$ cat src/rtl/fxp_mul_pipe.sv
// Signed fixed-point multiplier, STAGES-deep pipeline with valid/ready on both sides.
// Returns the exact product and a rounded, optionally saturated product narrowed to OUT_W bits.
module fxp_mul_pipe #(
  parameter int DATA_W = 16,
  parameter int FRAC_W = 15,
  parameter int OUT_W  = 16,
  parameter int STAGES = 2
)(
  input  logic                  clk,
  input  logic                  rst_n,
  input  logic [DATA_W-1:0]     a,
  input  logic [DATA_W-1:0]     b,
  input  logic                  round_en,
  input  logic                  sat_en,
  input  logic                  in_valid,
  output logic                  in_ready,
  output logic [2*DATA_W-1:0]   full_out,
  output logic [OUT_W-1:0]      q_out,
  output logic                  ovf,
  output logic                  out_valid,
  input  logic                  out_ready
);
  localparam int PW = 2*DATA_W;
  localparam logic signed [PW:0] HALF = (PW+1)'(1) << (FRAC_W-1);

  typedef struct packed {
    logic [PW-1:0] p;
    logic          rnd;
    logic          sat;
  } smp_t;

  logic [STAGES:1] vld_q;
  logic [STAGES:0] vld_pipe;
  logic            advance;

  assign vld_pipe  = {vld_q, in_valid};
  assign out_valid = vld_pipe[STAGES];
  assign advance   = !out_valid || out_ready;
  assign in_ready  = advance;

  always_ff @(posedge clk or negedge rst_n)
    if (!rst_n)       vld_q <= '0;
    else if (advance) vld_q <= vld_pipe[STAGES-1:0];

  // Sign-extend before multiplying so the most-negative square stays exact.
  logic signed [PW-1:0] prod;
  smp_t                 s_in, s_last;

  assign prod = PW'($signed(a)) * PW'($signed(b));
  assign s_in = '{p: prod, rnd: round_en, sat: sat_en};

  generate
    if (STAGES == 1) begin : g_s1
      assign s_last = s_in;
    end else begin : g_sn
      smp_t pipe_q [STAGES-1];
      always_ff @(posedge clk)
        if (advance) begin
          pipe_q[0] <= s_in;
          for (int i = 1; i < STAGES-1; i++) pipe_q[i] <= pipe_q[i-1];
        end
      assign s_last = pipe_q[STAGES-2];
    end
  endgenerate

  // Round/narrow in the final stage; one guard bit keeps the +half from wrapping.
  logic signed [PW:0]  r_c, s_c;
  logic                ovf_c;
  logic [OUT_W-1:0]    q_c;

  always_comb begin
    r_c = $signed({s_last.p[PW-1], s_last.p});
    if (s_last.rnd) r_c = r_c + HALF;
    s_c   = r_c >>> FRAC_W;
    ovf_c = !((&s_c[PW:OUT_W-1]) || !(|s_c[PW:OUT_W-1]));
    q_c   = s_c[OUT_W-1:0];
    if (ovf_c && s_last.sat)
      q_c = s_c[PW] ? {1'b1, {(OUT_W-1){1'b0}}} : {1'b0, {(OUT_W-1){1'b1}}};
  end

  // Only real samples load the outputs, so bubbles never disturb them.
  always_ff @(posedge clk or negedge rst_n)
    if (!rst_n) begin
      full_out <= '0;
      q_out    <= '0;
      ovf      <= 1'b0;
    end else if (advance && vld_pipe[STAGES-1]) begin
      full_out <= s_last.p;
      q_out    <= q_c;
      ovf      <= ovf_c;
    end
endmodule

$ cat config.mk
export PLATFORM = sky130hd
export DESIGN_NAME = fxp_mul_pipe
export DESIGN_NICKNAME = d
export VERILOG_FILES = /design/src/rtl/fxp_mul_pipe.sv
export SDC_FILE = /design/constraint.sdc
export NUM_CORES = 1
export LEC_CHECK = 0
export ABC_AREA = 1
export BUFFER_PORTS_ARGS = -buffer_cell sky130_fd_sc_hd__buf_2
export CAP_MARGIN = 20
export CORE_MARGIN = 5
export CORE_UTILIZATION = 50
export CTS_CLUSTER_DIAMETER = 150
export CTS_CLUSTER_SIZE = 30
export DETAILED_ROUTE_END_ITERATION = 10
export GPL_ROUTABILITY_DRIVEN = 0
export HOLD_SLACK_MARGIN = 0.1
export PLACE_DENSITY_LB_ADDON = 0.1
export RECOVER_POWER = 50
export SLEW_MARGIN = 20
export SYNTH_ARGS = -nofsm -noshare
export SYNTH_HDL_FRONTEND = slang
export SYNTH_SLANG_ARGS = --single-unit
$ cat constraint.sdc
create_clock -name clk -period 2.5 [get_ports clk]
set_input_delay 0.375 -clock clk [delete_from_list [all_inputs] [get_ports clk]]
set_output_delay 0.375 -clock clk [all_outputs]
set_load 0.1 [all_outputs]
==> results.txt <==
* Status: finished, violations left
- The checks that failed: capacitance limit, slew limit, setup timing.
* RSZ-0062 raised after global routing: true
- After synthesis, the cell types taking the most area are fa_1 38%, inv_1 12%, nand2_1 11%.
- Of the cells placed in the final design, the portion with a size suffix greater than 1 is 0.322.
- First-pass GRT wire length: roughly 57000 um
* Total wirelength of the detailed-routed design: between 30000 and 40000 um
* Final number of max-transition violations: 42
- The startpoint identified for the worst register-to-register timing path is g_sn.pipe_q[0][16]$_DFFE_PN_.
* Number of input and output port buffers inserted: 88
- Type of the tightest min-delay check: input pin to flip-flop
- TritonCTS built the clock tree.
- Synthesized-area fraction occupied by and/or/nand/nor cells: 0.161
- In the global route stage, met1 resource usage came out at 0.312.
- Of the total synthesized cell area, the portion taken by full adders, half adders and majority gates is 0.455.
- Number of enable flip-flop cells after synthesis: 34
- Signed area change from the synthesized netlist to the final layout: 30.7%
* Endpoint of the worst-slack reg-to-reg timing path: q_out[2]$_DFFE_PN0P_
* Most used standard cells in the synthesized netlist: 455 x inv_1, 392 x nand2_1, 262 x fa_1
- Yosys printed 0 warnings.
* Fin nets: around 2300
- The worst hold path begins at sat_en.
- Clock H-tree levels: 3
- Along the worst hold path, the cell count comes to 1.
- The first detailed-routing pass ran for 6 iterations.
* Final WS setup: -2630 ps
- For the final database, setup skew stands at ~7.0 ps.
- Area leader, netlist: fa_1
* End point of the worst hold path: g_sn.pipe_q[0][0]$_DFFE_PN_
* Most numerous cell in the Yosys netlist: inv_1
* Worst Reg-to-Reg Cells: 10
* Average instance area after synthesis: 8.48 um^2
* Worst slew margin relative to its limit: -0.449
- Number of cells produced by synthesis: about 1600
- The number of global-route vias before repair is around 12000.
- Area fraction in compound gates after synthesis: 0.0408
- Critical path endpoint category: flip-flop
* Post-route fraction of the period consumed by the critical path: 2.05
- The number of antenna diodes in the final layout is 0.
- Post-synthesis net count: between 2000 and 2500
- Summed over all nets, the half-perimeter wirelength after detailed placement is between 20000 and 30000 um.
* Dominant combinational cell family by area after synthesis: adder cells
* Top_reg_cell synth: dfrtp_1
- After floorplanning, the core was sized to cover approximately 27000 um^2.
* Wirelength per Cell: between 15 and 20 um
- The portion of synthesized area spent on multiplexers is 0.
- Setup violations remaining at the end of the flow were counted as 28.
- DRC violation total after the first TritonRoute iteration: 580
* Critical path startpoint category: input pin
- CTS placed an instance of clkbuf_16 at the clock tree root.
* I/O Pins: 89
* Die outline area: ~31000 um^2
- Maximum buffer depth of the clock tree: 2
- TritonCTS created 9 clock buffers.
- Initial Utilization: 0.510
* Via count normalized by instance count: 4.75
- Data on the critical path is required at its endpoint by between 2000 and 3000 ps.
* Via count of the routed design: about 11000
* Slew at the pin closest to its max-slew limit: ~2200 ps
- End-of-flow core utilization: 0.666
- Critical path fanouts, max: 9
- Number of synthesized register bits: between 80 and 90
* Initial antenna violation count: 0
- Reg-to-reg slack, setup: roughly 410 ps
* Remaining global-route overflow: 0
- Chip Height: about 180 um
- CTS saw 85 sinks.
- Sequential share of the synthesized area: 0.166
- The setup path with the least slack is of type input pin to flip-flop.
- In the global route stage, met3 resource usage came out at 0.0156.
* Most crowded layer after global routing: met2
* Worst Path Arrival: ~5200 ps
- Static timing analysis puts the maximum clock frequency at roughly 200 MHz.
* Met2 track demand over resource in global routing: 0.394
- Layout fillers: roughly 2300
* CP Launch Point: a[15]
* Die width: between 150 and 200 um
* Number of maximum-capacitance constraint violations: 1
- Entering global routing, the biggest net connects 44 pins.
- Yosys top cell area share: 0.380
- Number of distinct library cell variants in the gate-level netlist after synthesis: 39
- In this run the remaining antenna-violating nets after routing total 0.
* Post-synthesis xor/xnor area fraction: 0.0323
* Cell area after synthesis: around 14000 um^2
- The floorplan has 60 rows.
* Clock transition time at the flip-flop clock pins of the worst setup and hold paths: 70 ps
* Post-route minimum period: roughly 5100 ps
- DRC Markers: 0
* Total Routing Usage GR: 0.227
* Share of flip-flops with an asynchronous set or reset: 0.600
* Setup TNS: -61500 ps
- Clock latency on the worst-skew pair, taken at its later pin, is 340 ps.
- Hold Fails Final Rpt: 0
worst max-delay path: stages:
cell     delay, ps
buf_6          130
nand2_1         80
inv_2           40
fa_2           640
fa_2           550
buf_4          180
fa_2           560
fa_1           440
fa_1           490
inv_1           50
fa_1           480
inv_1           60
ha_4           290
nand2_2        100
buf_4          160
nor3_4         210
nand4_1        170
nand2_1        120
xor2_1          60
per-layer routing:
layer	up-vias	part of all wire
met1	5224	0.45
met5	-	0
met4	0	0.024
met3	54	0.043
met2	247	0.48
li1	5156	-
layout by cell type (no fill, tap or decap), types with 20 or more instances in the layout:
master,instances
a21oi_2,29
ha_4,37
buf_2,34
nor2_1,38
nand2_2,52
inv_2,60
ha_1,41
dfrtp_1,50
buf_6,56
xor2_1,25
fa_2,20
fa_1,242
nand2_4,27
edfxtp_1,34
xnor2_1,21
buf_4,160
clkbuf_1,32
nand2_1,331
inv_1,392
flip-flops by register name, indices dropped and copies added (netlist names):
name         flops
g_sn.pipe_q     34
full_out        32
q_out           16
vld_q            2
ovf              1
worst max path at each step:
stage,to,cells after the start
3_5_place_dp,g_sn.pipe_q[0][32]$_DFFE_PN_,19
6_report,g_sn.pipe_q[0][32]$_DFFE_PN_,19
2_1_floorplan,g_sn.pipe_q[0][33]$_DFFE_PN_,21
4_1_cts,g_sn.pipe_q[0][32]$_DFFE_PN_,21
5_1_grt,g_sn.pipe_q[0][31]$_DFFE_PN_,22
3_3_place_gp,g_sn.pipe_q[0][32]$_DFFE_PN_,19
layout make-up:
cell class,instances,area [um^2],area share
Timing Repair Buffer,299,2400,0.133
Clock inverter,7,60.1,0.00333
Clock buffer,9,225,0.0125
Sequential cell,85,2300,0.127
Tap cell,372,465,0.0258
Inverter,459,1740,0.0963
Multi-Input combinational cell,1016,10900,0.602
cell families (layout without fill, tap and decap cells):
family / Yosys count / count (layout)
AND/OR/NAND/NOR: 526 / 526
adder cells (fa/ha/maj): 345 / 345
buffers and inverters: 528 / 774
flip-flops: 85 / 85
AO/OA/AOI/OAI: 94 / 94
XOR/XNOR: 51 / 51
repair_timing:
item / in CTS / in global routing
endpoints found under the hold margin: 0 / 0
gates cloned: 1 / 0
setup buffers: 20 / 14
hold buffers: 0 / 0
setup endpoints to repair: 28 / 28
pin swaps: 108 / 100
gates resized for setup: 229 / 112
per-stage QoR:
| step | cells | setup slack (ps) | hold WS [ps] | cell area [um^2] |
|---|---|---|---|---|
| after floorplan | 1629 | -2780 | 79.4 | 14800 |
| after detailed placement | 2199 | -3220 | 431 | 16400 |
| after global routing | 2247 | -2790 | 244 | 18100 |
| after global placement | 2199 | -3200 | 430 | 16400 |
| after CTS | 2235 | -2640 | 189 | 17600 |
| final | 2247 | -2630 | 254 | 18100 |
Power is left out: the tool's default activity adds up to more than one toggle a clock period on the data nets, which glitch-free logic cannot reach.
